--- src/rtl/digit_scan_ctrl.sv ---
// digit_scan_ctrl: 8-digit time-multiplexed display scanner with double-buffered data.
// Optional leading-zero blanking is enabled by defining LEAD_ZERO_BLANK_EN.
module digit_scan_ctrl #(
    parameter int TICK_DIV = 50000
) (
    input  logic        clk,
    input  logic        rst,
    input  logic        en,
    input  logic        load,
    input  logic [31:0] data_in,
    input  logic [7:0]  dp_in,
    output logic [2:0]  sel,
    output logic [3:0]  hex,
    output logic        dp,
    output logic        blank,
    output logic        frame_done,
    output logic        pending
);
    localparam int DW = $clog2(TICK_DIV);
    typedef enum logic {IDLE, SCAN} state_t;
    state_t        state, state_n;
    logic [DW-1:0] div, div_n;
    logic [2:0]    sel_n;
    logic [31:0]   shadow, active, active_n;
    logic [7:0]    shadow_dp, active_dp, active_dp_n;
    logic          scanning, tick, wrap, xfer, blank_n;
`ifdef LEAD_ZERO_BLANK_EN
    logic [2:0]    hi;
`endif
    always_ff @(posedge clk) begin
        if (rst) begin
            state      <= IDLE;
            div        <= '0;
            sel        <= '0;
            hex        <= '0;
            dp         <= 1'b0;
            blank      <= 1'b1;
            frame_done <= 1'b0;
            pending    <= 1'b0;
            shadow     <= '0;
            shadow_dp  <= '0;
            active     <= '0;
            active_dp  <= '0;
        end else begin
            state      <= state_n;
            div        <= div_n;
            sel        <= sel_n;
            hex        <= active_n[{sel_n, 2'b00} +: 4];
            dp         <= active_dp_n[sel_n];
            blank      <= blank_n;
            frame_done <= wrap;
            pending    <= load | (pending & ~xfer);
            active     <= active_n;
            active_dp  <= active_dp_n;
            if (load) begin
                shadow    <= data_in;
                shadow_dp <= dp_in;
            end
        end
    end
    // Outputs are registered from next-state values so sel/hex/dp/blank move together.
    always_comb begin
        state_n     = en ? SCAN : IDLE;
        scanning    = (state == SCAN) && en;
        tick        = (state == SCAN) && (div == DW'(TICK_DIV - 1));
        wrap        = scanning && tick && (sel == 3'd7);
        xfer        = pending && (wrap || state == IDLE);
        div_n       = (scanning && !tick) ? div + DW'(1) : '0;
        sel_n       = scanning ? sel + 3'(tick) : 3'd0;
        active_n    = xfer ? shadow : active;
        active_dp_n = xfer ? shadow_dp : active_dp;
`ifdef LEAD_ZERO_BLANK_EN
        hi = 3'd0;
        for (int k = 1; k < 8; k++)
            if (active_n[4*k +: 4] != 4'd0) hi = 3'(k);
        blank_n = (state_n == IDLE) || ((sel_n > hi) && !active_dp_n[sel_n]);
`else
        blank_n = (state_n == IDLE);
`endif
    end
endmodule

--- config.mk ---
export PLATFORM = sky130hd
export DESIGN_NAME = digit_scan_ctrl
export DESIGN_NICKNAME = d
export VERILOG_FILES = /design/src/rtl/digit_scan_ctrl.sv
export SDC_FILE = /design/constraint.sdc
export NUM_CORES = 1
export LEC_CHECK = 0
export CAP_MARGIN = 30
export CORE_UTILIZATION = 45
export DETAILED_ROUTE_END_ITERATION = 8
export PLACE_DENSITY = 0.68
export RECOVER_POWER = 100
export SLEW_MARGIN = 20
export SYNTH_ARGS = -nofsm -noshare
export SYNTH_HDL_FRONTEND = slang
export SYNTH_SLANG_ARGS = --single-unit
--- constraint.sdc ---
create_clock -name clk -period 3.28 [get_ports clk]
set_clock_uncertainty 0.1 [all_clocks]
set_input_delay 0.328 -clock clk [delete_from_list [all_inputs] [get_ports clk]]
set_output_delay 0.328 -clock clk [all_outputs]
set_load 0.02 [all_outputs]
==> flow_summary.ini <==
[outcome]
outcome = finished, violations left
violations = capacitance limit, slew limit

[routing]
routed_wl_microns = 10000
ant_nets = 0
via_count = 3583
viasPerCell = 5.22
drc = 0
wl_per_cell_microns = 14.6
drt-initial-drc-count = 178
first_pass_iters = 4

[clock_tree]
clk_latency_ns = 0.37
cts_root_buffer = clkbuf_8
cts_buffers = 9
hold_buffers = 0
cts_sinks = 108
cts.reportedPaths.clkPinSlew_ns = 0.10
cts.path.max_buffers = 2
h-tree-depth = 3
cts_tree = done

[worst_setup_path]
critPathRequiredTime_ns = 3.47
critPathMaxStageDelay_ns = 0.73
arrival_ns = 3.18
path_cells = or4b_1 -> or4_1 -> o21ai_4 -> clkbuf_2 -> nand2_1 -> a21oi_1
critPathSlowestCell = clkbuf_2
worstPathMaxFanout = 45
end_kind = register
path_class = reg -> reg
startpoint_type = register

[sta]
tightest_slew_ns = 2.27
maxSlewViolCount = 32
min_period_ns = 2.99
grt_setup_unrepaired = no
hold_violations = 0
slew_headroom = -0.511
final-setup-viol-count = 0
tns_ns = 0
fin_crit_sh = 0.913
max_freq_mhz = 334

[synthesis]
ys_types = 37
ys_async_sr_fraction = 0
syn_nets = 552
synthesis.area_sq_mm = 0.00469
synth_edf_count = 0
yosysWarnings = 0
syn_avg_cell_area_sq_um = 9.29
yosysSeqAreaShare = 0.461
yosys_register_bits = 108
netlist_instances = 505
synth_flop_cell = dfxtp_1

[power_and_ir_drop]
clockPowerShare = 0.316
internal_power_mw = 1.79
ir_drop_v = 0.000305
p_sw_mw = 0.578
power.density_mw_per_mm2 = 435
power_frac_comb = 0.096
switching_share = 0.244
p_leak_nw = 2.19
seqPwrFrac = 0.589

[job]
max_cap_viol_count = 1

[global_routing]
antenna_found_initial = 0
grt_overflow = 0
grt_pass1_wl_microns = 16700
grt_pass1_vias = 3350
grt_max_degree = 56
grt_use_total = 0.194

[floorplanning]
fp-row-count = 36
io_pins = 55
die-area_sq_mm = 0.0108
fp.coreArea_sq_mm = 0.00995
fp.dieH_microns = 104
start_util = 0.471
fp.dieW_microns = 104

[finish]
nNetsFinal = 596
drive_gt1_frac = 0.108
antennaDiodeCount = 0
fin_area_sq_mm = 0.00544
syn_to_final_growth_pct = 15.9
utilization = 0.546

[place]
io_buffers = 54
dpl.hpwl_microns = 6910
place.gp.congestion = 0.820
placed_cell_area_sq_mm = 0.00531

[worst_hold_path]
min_path_type = in -> reg
==> metal layers <==
metal	vias to the layer above	routed length [microns]	GRT usage
met5	-	0	0
met2	70	4710	0.309
met4	0	110	0.0582
li1	1809	-	-
met3	8	417	0.0470
met1	1696	4790	0.261
==> power groups by stage <==
stage | registers, mW | clock network (mW) | logic [mW]
4_1_cts | 1.39 | 0.776 | 0.234
3_3_place_gp | 1.42 | 0 | 0.227
2_1_floorplan | 1.42 | 0 | 0.142
5_1_grt | 1.40 | 0.835 | 0.249
3_5_place_dp | 1.42 | 0 | 0.233
6_report | 1.39 | 0.747 | 0.227
==> metrics by stage <==
step	std cells	power [mW]	hold slack, ns	setup WS [ns]
after floorplan	505	1.56	0.313	0.281
after CTS	686	2.40	0.268	0.232
after detailed placement	670	1.66	0.342	0.258
after global placement	670	1.65	0.323	0.440
final	687	2.37	0.274	0.287
after global routing	687	2.48	0.266	0.0590
==> kinds of logic (layout without fill, tap and decap cells) <==
group                    Yosys count  in the layout  share of synthesized area
AND/OR/NAND/NOR                  195            195                      0.178
flip-flops                       108            108                      0.461
multiplexers                      80             80                      0.171
AO/OA/AOI/OAI                     67             67                      0.112
buffers and inverters             37             86                     0.0408
XOR/XNOR                          15             15                     0.0296
adder cells (fa/ha/maj)            3              3                    0.00800
==> cell usage after synthesis, drive strengths merged, types with 2 or more instances <==
| library cell | n | area (sq um) |
|---|---|---|
| o21ai | 2 | 21.3 |
| and3 | 4 | 26.3 |
| xor2 | 4 | 35.0 |
| nand2 | 88 | 333 |
| nor3 | 15 | 75.1 |
| inv | 5 | 18.8 |
| or3 | 2 | 12.5 |
| nand4 | 2 | 12.5 |
| clkbuf | 12 | 45.0 |
| nand3 | 5 | 25.0 |
| ha | 3 | 37.5 |
| and4b | 2 | 20.0 |
| nor4 | 2 | 12.5 |
| mux2i | 80 | 801 |
| a21oi | 43 | 365 |
| o22ai | 20 | 125 |
| xnor2 | 11 | 104 |
| buf | 20 | 128 |
| dfxtp | 108 | 2160 |
| nor2 | 67 | 251 |
==> state kept, by name, summed over array words and instances, names as in the netlist <==
name and cells:
active_dp 8, shadow 32, sel 3, blank 1, active 32, hex 4, frame_done 1, shadow_dp 8
pending 1, div 16, state 1, dp 1
==> timing repair <==
action                     4_1_cts  5_1_grt
setup endpoints to repair        0        5
setup buffers                    0        1
gates resized for setup          0        1
==> critical path: cells and delay by family, from the launching register on <==
kind | cells | cell delay [ns]
AO/OA/AOI/OAI | 2 | 0.36
buffers and inverters | 1 | 0.73
flip-flops | 1 | 0.34
AND/OR/NAND/NOR | 3 | 1.36
==> area by class of cell <==
type	count	area, sq um
inverters	5	18.8
clock inverters	3	21.3
repair buffers	65	611
well taps	133	166
clock buffers	13	159
flip-flops and latches	108	2160
fillers	941	4520
multi-input cells	360	2300
==> layout by cell type (no fill, tap or decap), types with 3 or more instances in the layout <==
master / count
nor2_1: 67
clkbuf_8: 11
nand2_1: 87
nor3_1: 15
xor2_1: 4
a21oi_2: 30
o22ai_1: 20
clkdlybuf4s50_1: 40
nand3_1: 5
buf_4: 6
dfxtp_1: 108
clkbuf_1: 6
mux2i_1: 80
and3_1: 3
xnor2_1: 10
ha_1: 3
a21oi_1: 13
dlygate4sd3_1: 12
inv_1: 5
==> worst paths after layout <==
kind	start	end	slack (ns)	cells after the start
setup reg to reg	div[7]	active[1]	0.29	6
setup / recovery	div[7]	active[1]	0.29	6
hold reg to reg	div[0]	div[0]	0.35	1
hold / removal	rst	shadow[30]	0.27	2
No activity file was read; power rests on OpenSTA's default activity.
